<file path="config.mk">
export PLATFORM = sky130hd
export DESIGN_NAME = wb_line_sram
export DESIGN_NICKNAME = d
export VERILOG_FILES = /design/src/rtl/wb_line_sram.sv
export SDC_FILE = /design/constraint.sdc
export NUM_CORES = 1
export LEC_CHECK = 0
export CELL_PAD_IN_SITES_DETAIL_PLACEMENT = 0
export CELL_PAD_IN_SITES_GLOBAL_PLACEMENT = 1
export CORE_UTILIZATION = 34
export DETAILED_ROUTE_END_ITERATION = 12
export PLACE_DENSITY = 0.76
export SETUP_SLACK_MARGIN = 0.5
export SLEW_MARGIN = 15
export SYNTH_ARGS = -nofsm -noshare
export SYNTH_HDL_FRONTEND = slang
export SYNTH_SLANG_ARGS = --single-unit
</file>
<file path="constraint.sdc">
create_clock -name clk -period 8.15 [get_ports clk]
set_input_delay 0.815 -clock clk [delete_from_list [all_inputs] [get_ports clk]]
set_output_delay 0.815 -clock clk [all_outputs]
set_load 0.01 [all_outputs]
</file>
<file path="src/rtl/wb_line_sram.sv">
`default_nettype none
// ============================================================================
// wb_line_sram : Wishbone classic slave serving full cache-line reads and
//                byte-masked writes from a narrower synchronous SRAM.
// Revision     : 1.0
// ============================================================================
module wb_line_sram #(
  parameter int LINE_WIDTH       = 128,
  parameter int ADDR_WIDTH       = 32,
  parameter int ADDR_GRANULARITY = 8,
  parameter int MEM_WIDTH        = 32,
  parameter int MEM_LINES        = 4096,
  localparam int BEATS           = LINE_WIDTH / MEM_WIDTH,
  localparam int MEM_ADDR_WIDTH  = $clog2(MEM_LINES * BEATS)
) (
  input  logic                                     clk,
  input  logic                                     rst,
  input  logic [ADDR_WIDTH-1:0]                    wb_adr_i,
  input  logic [LINE_WIDTH-1:0]                    wb_dat_i,
  output logic [LINE_WIDTH-1:0]                    wb_dat_o,
  input  logic                                     wb_we_i,
  input  logic [LINE_WIDTH/ADDR_GRANULARITY-1:0]   wb_sel_i,
  input  logic                                     wb_stb_i,
  input  logic                                     wb_cyc_i,
  output logic                                     wb_ack_o,
  output logic                                     wb_err_o,
  output logic                                     wb_rty_o,
  output logic                                     mem_en,
  output logic                                     mem_we,
  output logic [MEM_ADDR_WIDTH-1:0]                mem_addr,
  output logic [MEM_WIDTH/ADDR_GRANULARITY-1:0]    mem_be,
  output logic [MEM_WIDTH-1:0]                     mem_wdata,
  input  logic [MEM_WIDTH-1:0]                     mem_rdata
);

  localparam int SEL_WIDTH = LINE_WIDTH / ADDR_GRANULARITY;
  localparam int BE_WIDTH  = MEM_WIDTH / ADDR_GRANULARITY;
  localparam int BEAT_W    = $clog2(BEATS);
  localparam int LINE_OFF  = $clog2(SEL_WIDTH);
  localparam int IDX_W     = ADDR_WIDTH - LINE_OFF;
  localparam int LINE_W    = MEM_ADDR_WIDTH - BEAT_W;

  typedef enum logic [2:0] {
    S_IDLE    = 3'd0,
    S_RD      = 3'd1,
    S_RD_LAST = 3'd2,
    S_WR      = 3'd3,
    S_ACK     = 3'd4,
    S_ERR     = 3'd5
  } state_t;

  state_t                r_state;
  state_t                w_next;
  logic [LINE_W-1:0]     r_line;
  logic [SEL_WIDTH-1:0]  r_sel;
  logic [LINE_WIDTH-1:0] r_dat;
  logic [LINE_WIDTH-1:0] r_buf;
  logic [BEATS-1:0]      r_mask;
  logic [BEAT_W-1:0]     r_beat;

  logic                  w_req;
  logic                  w_oob;
  logic                  w_capture;
  logic [IDX_W-1:0]      w_idx;
  logic [BEATS-1:0]      w_req_mask;
  logic [BEATS-1:0]      w_mask_clr;
  logic [BEAT_W-1:0]     w_wr_beat;
  logic [BEAT_W-1:0]     w_cap_idx;
  logic [BE_WIDTH-1:0]   w_sel_beat [BEATS];
  logic [MEM_WIDTH-1:0]  w_dat_beat [BEATS];
  logic                  w_unused;

  assign w_req     = wb_cyc_i & wb_stb_i;
  assign w_idx     = wb_adr_i[ADDR_WIDTH-1:LINE_OFF];
  assign w_oob     = (w_idx >= IDX_W'(MEM_LINES));
  assign w_unused  = &{1'b0, wb_adr_i[LINE_OFF-1:0]};
  assign w_cap_idx = r_beat - BEAT_W'(1);

  // Capture lags issue by one cycle; in RD_LAST the beat counter has wrapped to 0,
  // so r_beat-1 names the final slice.
  assign w_capture = wb_cyc_i &&
                     (((r_state == S_RD) && (r_beat != '0)) || (r_state == S_RD_LAST));

  generate
    for (genvar k = 0; k < BEATS; k++) begin : g_beat
      assign w_req_mask[k] = |wb_sel_i[k*BE_WIDTH +: BE_WIDTH];
      assign w_sel_beat[k] = r_sel[k*BE_WIDTH +: BE_WIDTH];
      assign w_dat_beat[k] = r_dat[k*MEM_WIDTH +: MEM_WIDTH];
    end
  endgenerate

  always_comb begin
    w_wr_beat = '0;
    for (int i = BEATS - 1; i >= 0; i--) begin
      if (r_mask[i]) w_wr_beat = BEAT_W'(i);
    end
  end

  assign w_mask_clr = r_mask & ~(BEATS'(1) << w_wr_beat);

  always_ff @(posedge clk or posedge rst) begin
    if (rst) r_state <= S_IDLE;
    else     r_state <= w_next;
  end

  always_comb begin
    w_next = r_state;
    case (r_state)
      S_IDLE: begin
        if (w_req) begin
          if (w_oob)                     w_next = S_ERR;
          else if (!wb_we_i)             w_next = S_RD;
          else if (w_req_mask == '0)     w_next = S_ACK;
          else                           w_next = S_WR;
        end
      end
      S_RD: begin
        if (!wb_cyc_i)                           w_next = S_IDLE;
        else if (r_beat == BEAT_W'(BEATS - 1))   w_next = S_RD_LAST;
      end
      S_RD_LAST: w_next = wb_cyc_i ? S_ACK : S_IDLE;
      S_WR: begin
        if (!wb_cyc_i)               w_next = S_IDLE;
        else if (w_mask_clr == '0)   w_next = S_ACK;
      end
      S_ACK:   w_next = S_IDLE;
      S_ERR:   w_next = S_IDLE;
      default: w_next = S_IDLE;
    endcase
  end

  always_ff @(posedge clk or posedge rst) begin
    if (rst) begin
      r_line <= '0;
      r_sel  <= '0;
      r_dat  <= '0;
      r_mask <= '0;
      r_beat <= '0;
      r_buf  <= '0;
    end else begin
      case (r_state)
        S_IDLE: begin
          if (w_req) begin
            r_line <= w_idx[LINE_W-1:0];
            r_sel  <= wb_sel_i;
            r_dat  <= wb_dat_i;
            r_mask <= wb_we_i ? w_req_mask : '0;
            r_beat <= '0;
          end
        end
        S_RD:    if (wb_cyc_i) r_beat <= r_beat + BEAT_W'(1);
        S_WR:    if (wb_cyc_i) r_mask <= w_mask_clr;
        default: ;
      endcase
      if (w_capture) begin
        for (int i = 0; i < BEATS; i++) begin
          if (w_cap_idx == BEAT_W'(i)) r_buf[i*MEM_WIDTH +: MEM_WIDTH] <= mem_rdata;
        end
      end
    end
  end

  // SRAM strobes are gated by cyc so an abort stops issue in the same cycle.
  always_comb begin
    mem_en    = 1'b0;
    mem_we    = 1'b0;
    mem_addr  = '0;
    mem_be    = '0;
    mem_wdata = '0;
    if (wb_cyc_i) begin
      case (r_state)
        S_RD: begin
          mem_en   = 1'b1;
          mem_addr = {r_line, r_beat};
        end
        S_WR: begin
          mem_en    = 1'b1;
          mem_we    = 1'b1;
          mem_addr  = {r_line, w_wr_beat};
          mem_be    = w_sel_beat[w_wr_beat];
          mem_wdata = w_dat_beat[w_wr_beat];
        end
        default: ;
      endcase
    end
  end

  assign wb_ack_o = (r_state == S_ACK);
  assign wb_err_o = (r_state == S_ERR);
  assign wb_rty_o = 1'b0;
  assign wb_dat_o = r_buf;

endmodule
`default_nettype wire

</file>
==> impl_results.md <==
* Status: completed
* Ports at ~400
* Routed Antenna Nets at 0
* Critical path type: register to output pin
* Worst-skew pair later-pin latency at just over 500 ps
* Asr flop ratio synth at 1.00
* Fin cells at ~1,700
* RSZ-0062 raised after global routing: false
* Setup WS post-layout at ~3600 ps
* Initial drt markers at about 490
* HPWL Detailed at approximately 23,000 µm
* TritonCTS Buffers at 34
* #FFs+latches synth at about 290
* Final period util at 0.555
* Synth Instances at about 840
* Share of post-route cells with drive strength above 1 at 0.200
* Dpl cells at 1,650
* Pwr Density at between 300 and 400 nW/µm²
* Clock Path Buffers at 3
* Static Leak at between 7 and 8 nW
* GR Util All Layers at 0.178
* Vias in the first global route at just under 9,000
* Die area at approximately 37,000 µm²
* Slowest stage cell on the critical path: a21oi_4
* Die width at a little under 200 µm
* Starting Density at 0.346
* Worst r2r src: r_state[0]
* # H-tree levels at 2
* Syn_nets at 1,058
* Required time worst endpoint at around 7300 ps
* CTS Hold Bufs at 0
* Synth Warn # at 0
* CP bufs+invs at 2
* Core Util, Final at 0.501
* Worst Setup SP: r_mask[2]
* Fill count at ~3,200
* Top cell type's share of synthesized area at 0.596
* Critical path, cell by cell: nand2b_1 -> a21oi_4 -> buf_4 -> mux2_2 -> a222oi_1 -> nor2_1 -> clkdlybuf4s50_1
* EDFF count, synth at 0
* Row count at between 60 and 70
* Worst reg-to-reg setup slack at around 5400 ps
* Syn Area/Cell at between 10 and 15 µm²
* Clock Tree Root: clkbuf_16
* Worst EP arrival at approximately 3700 ps
* Max-slew violation count at 0
* Max_cap viols at 0
* Remaining DRCs at 0
* Post-CTS Setup Repair Bufs at 0
* Port bufs at between 300 and 400
* Setup TNS at 0 ps
* Sequential-to-total area share from yosys stat at 0.596
* Hold depth at 1
* Worst Hold Class: register to register
* Clock Sinks at approximately 290
* Final Wtd Congestion at 0.752
* Synth unique cells at 42
* Slew HR at 0.257
* Top cells by area, synth: dfrtp_1 60%, mux2_2 16%, mux2_1 14%
* CP Capture Type: output pin
* R2r endpoint: wb_dat_o[60]
* Vias per inst at slightly below 5
* Worst R2R Path Depth at 5
* Vias at around 8,500
* Initial antenna violation count at 2
* Crit path max fanout at 24
* Maximum VDD drop at 0.000193 V
* Top_reg_cell synth: dfrtp_1
* Final Hold Violating Endpoints at 0
* Clock-pin slew on the worst setup and hold paths at approximately 60 ps
* Post-cts gate resize count at 0
* Hold Startpoint: r_line[10]
* Overflow left after global routing at 0
* Skew final at approximately 22 ps
* First-pass GRT wire length at roughly 51,000 µm
* Post-route minimum period at 4520 ps
* CP top delay family: compound AO/OA/AOI/OAI gates
* Cell type with the highest aggregate area in the netlist: dfrtp_1
* Routed WL at roughly 34,000 µm
* Die Y at around 190 µm
* CP startpoint kind: register
* Wirelength per Cell at 19.6 µm
* Largest stage delay, worst path at 600 ps
* Fmax at 221 MHz
* Layout area overhead at 44.9%
* Pre-CTS setup slack at ~3800 ps
* Worst Max-Slew Pin Slew at 1110 ps
* Nets at 1,444
* Hold endpoint: r_line[10]
* Largest net degree at the start of global routing at 165
* Post-Syn Area at ~12,000 µm²
* CTS tree: yes
* Drt pass-1 iters at 5
* CORE AREA at approximately 36,000 µm²
* Final setup fails at 0
report_power, final:
group	switching (mW)	total (mW)	internal (mW)
Sequential	0.345	2.45	2.10
Combinational	0.909	2.18	1.28
Clock	0.596	1.48	0.884
Total	1.85	6.11	4.26
cells in the mapped netlist, types with 2 or more instances:
cell type and number:
dfrtp_1 293, mux2_2 171, mux2_1 151, nor2_1 47
a222oi_1 36, clkbuf_1 21, buf_2 20, and3_1 12
buf_1 12, nand2_1 11, inv_1 7, a21oi_1 6
ha_1 6, nor4_1 6, nand2b_1 4, nor3_1 3
a22o_1 2, a32o_1 2, mux2i_1 2, nand3_1 2
o22ai_1 2, or4_1 2, or4_4 2
logic make-up (layout without fill, tap and decap cells):
logic type | Yosys count | count (layout) | share of synthesized area
flops | 293 | 293 | 0.596
buf+inv | 62 | 470 | 0.0212
compound gates | 55 | 55 | 0.0398
other cells | 1 | 3 | 0.000305
mux | 324 | 324 | 0.296
fa+ha+maj | 7 | 7 | 0.00691
simple gates | 97 | 97 | 0.0398
worst reg2reg max path, stage by stage, from the launching register on:
cell     delay, ps
dfrtp_1        880
mux2i_1        270
nor2_1         110
nand2_1        630
buf_4          410
mux2_2         380
worst max path at each step:
stage | to | slack, ps | cells past startpoint
floorplan | r_beat[0] | 3450 | 1
global placement | mem_we | 3810 | 6
detailed placement | mem_we | 3780 | 6
CTS | mem_be[3] | 3530 | 7
global route | mem_be[3] | 3410 | 7
finish | mem_be[3] | 3630 | 7
placed cells by master, fill, tap and decap left out, drive strengths merged, types with 6 or more instances in the layout:
master,count
a21oi,7
dfrtp,293
a222oi,36
nand2,11
clkdlybuf4s50,390
nor4,6
ha,6
buf,14
mux2,322
and3,12
nor2,47
clkinv,9
clkbuf,46
inv,7
area by class of cell:
cell class	instances	area (µm²)	area share
Clock inverter	12	116	0.00653
Timing Repair Buffer	404	4030	0.226
Sequential cell	293	7330	0.411
Inverter	8	33.8	0.00189
Multi-Input combinational cell	484	4750	0.266
Antenna cell	2	5.00	0.000281
Clock buffer	46	987	0.0554
Tap cell	461	577	0.0323
sequential cells by signal (all words and copies together) (netlist names):
register / flops
r_dat: 128
wb_dat_o: 128
r_sel: 16
r_line: 12
r_mask: 4
r_state: 3
r_beat: 2
routing by layer:
layer,vias up,GRT usage,wire length [µm]
met5,-,0,17
met4,2,0.0457,622
met3,41,0.0544,2950
met2,315,0.304,16500
met1,4258,0.217,13500
li1,3851,-,-
metrics by stage:
step | instance area [µm²] | power (mW) | hold WS, ps
finish | 17800 | 6.11 | 480
global route | 17800 | 6.50 | 497
CTS | 17800 | 6.21 | 482
detailed placement | 16700 | 4.69 | 469
global placement | 16700 | 4.64 | 461
floorplan | 12300 | 3.65 | 450
Power figures use the tool's default switching activity.
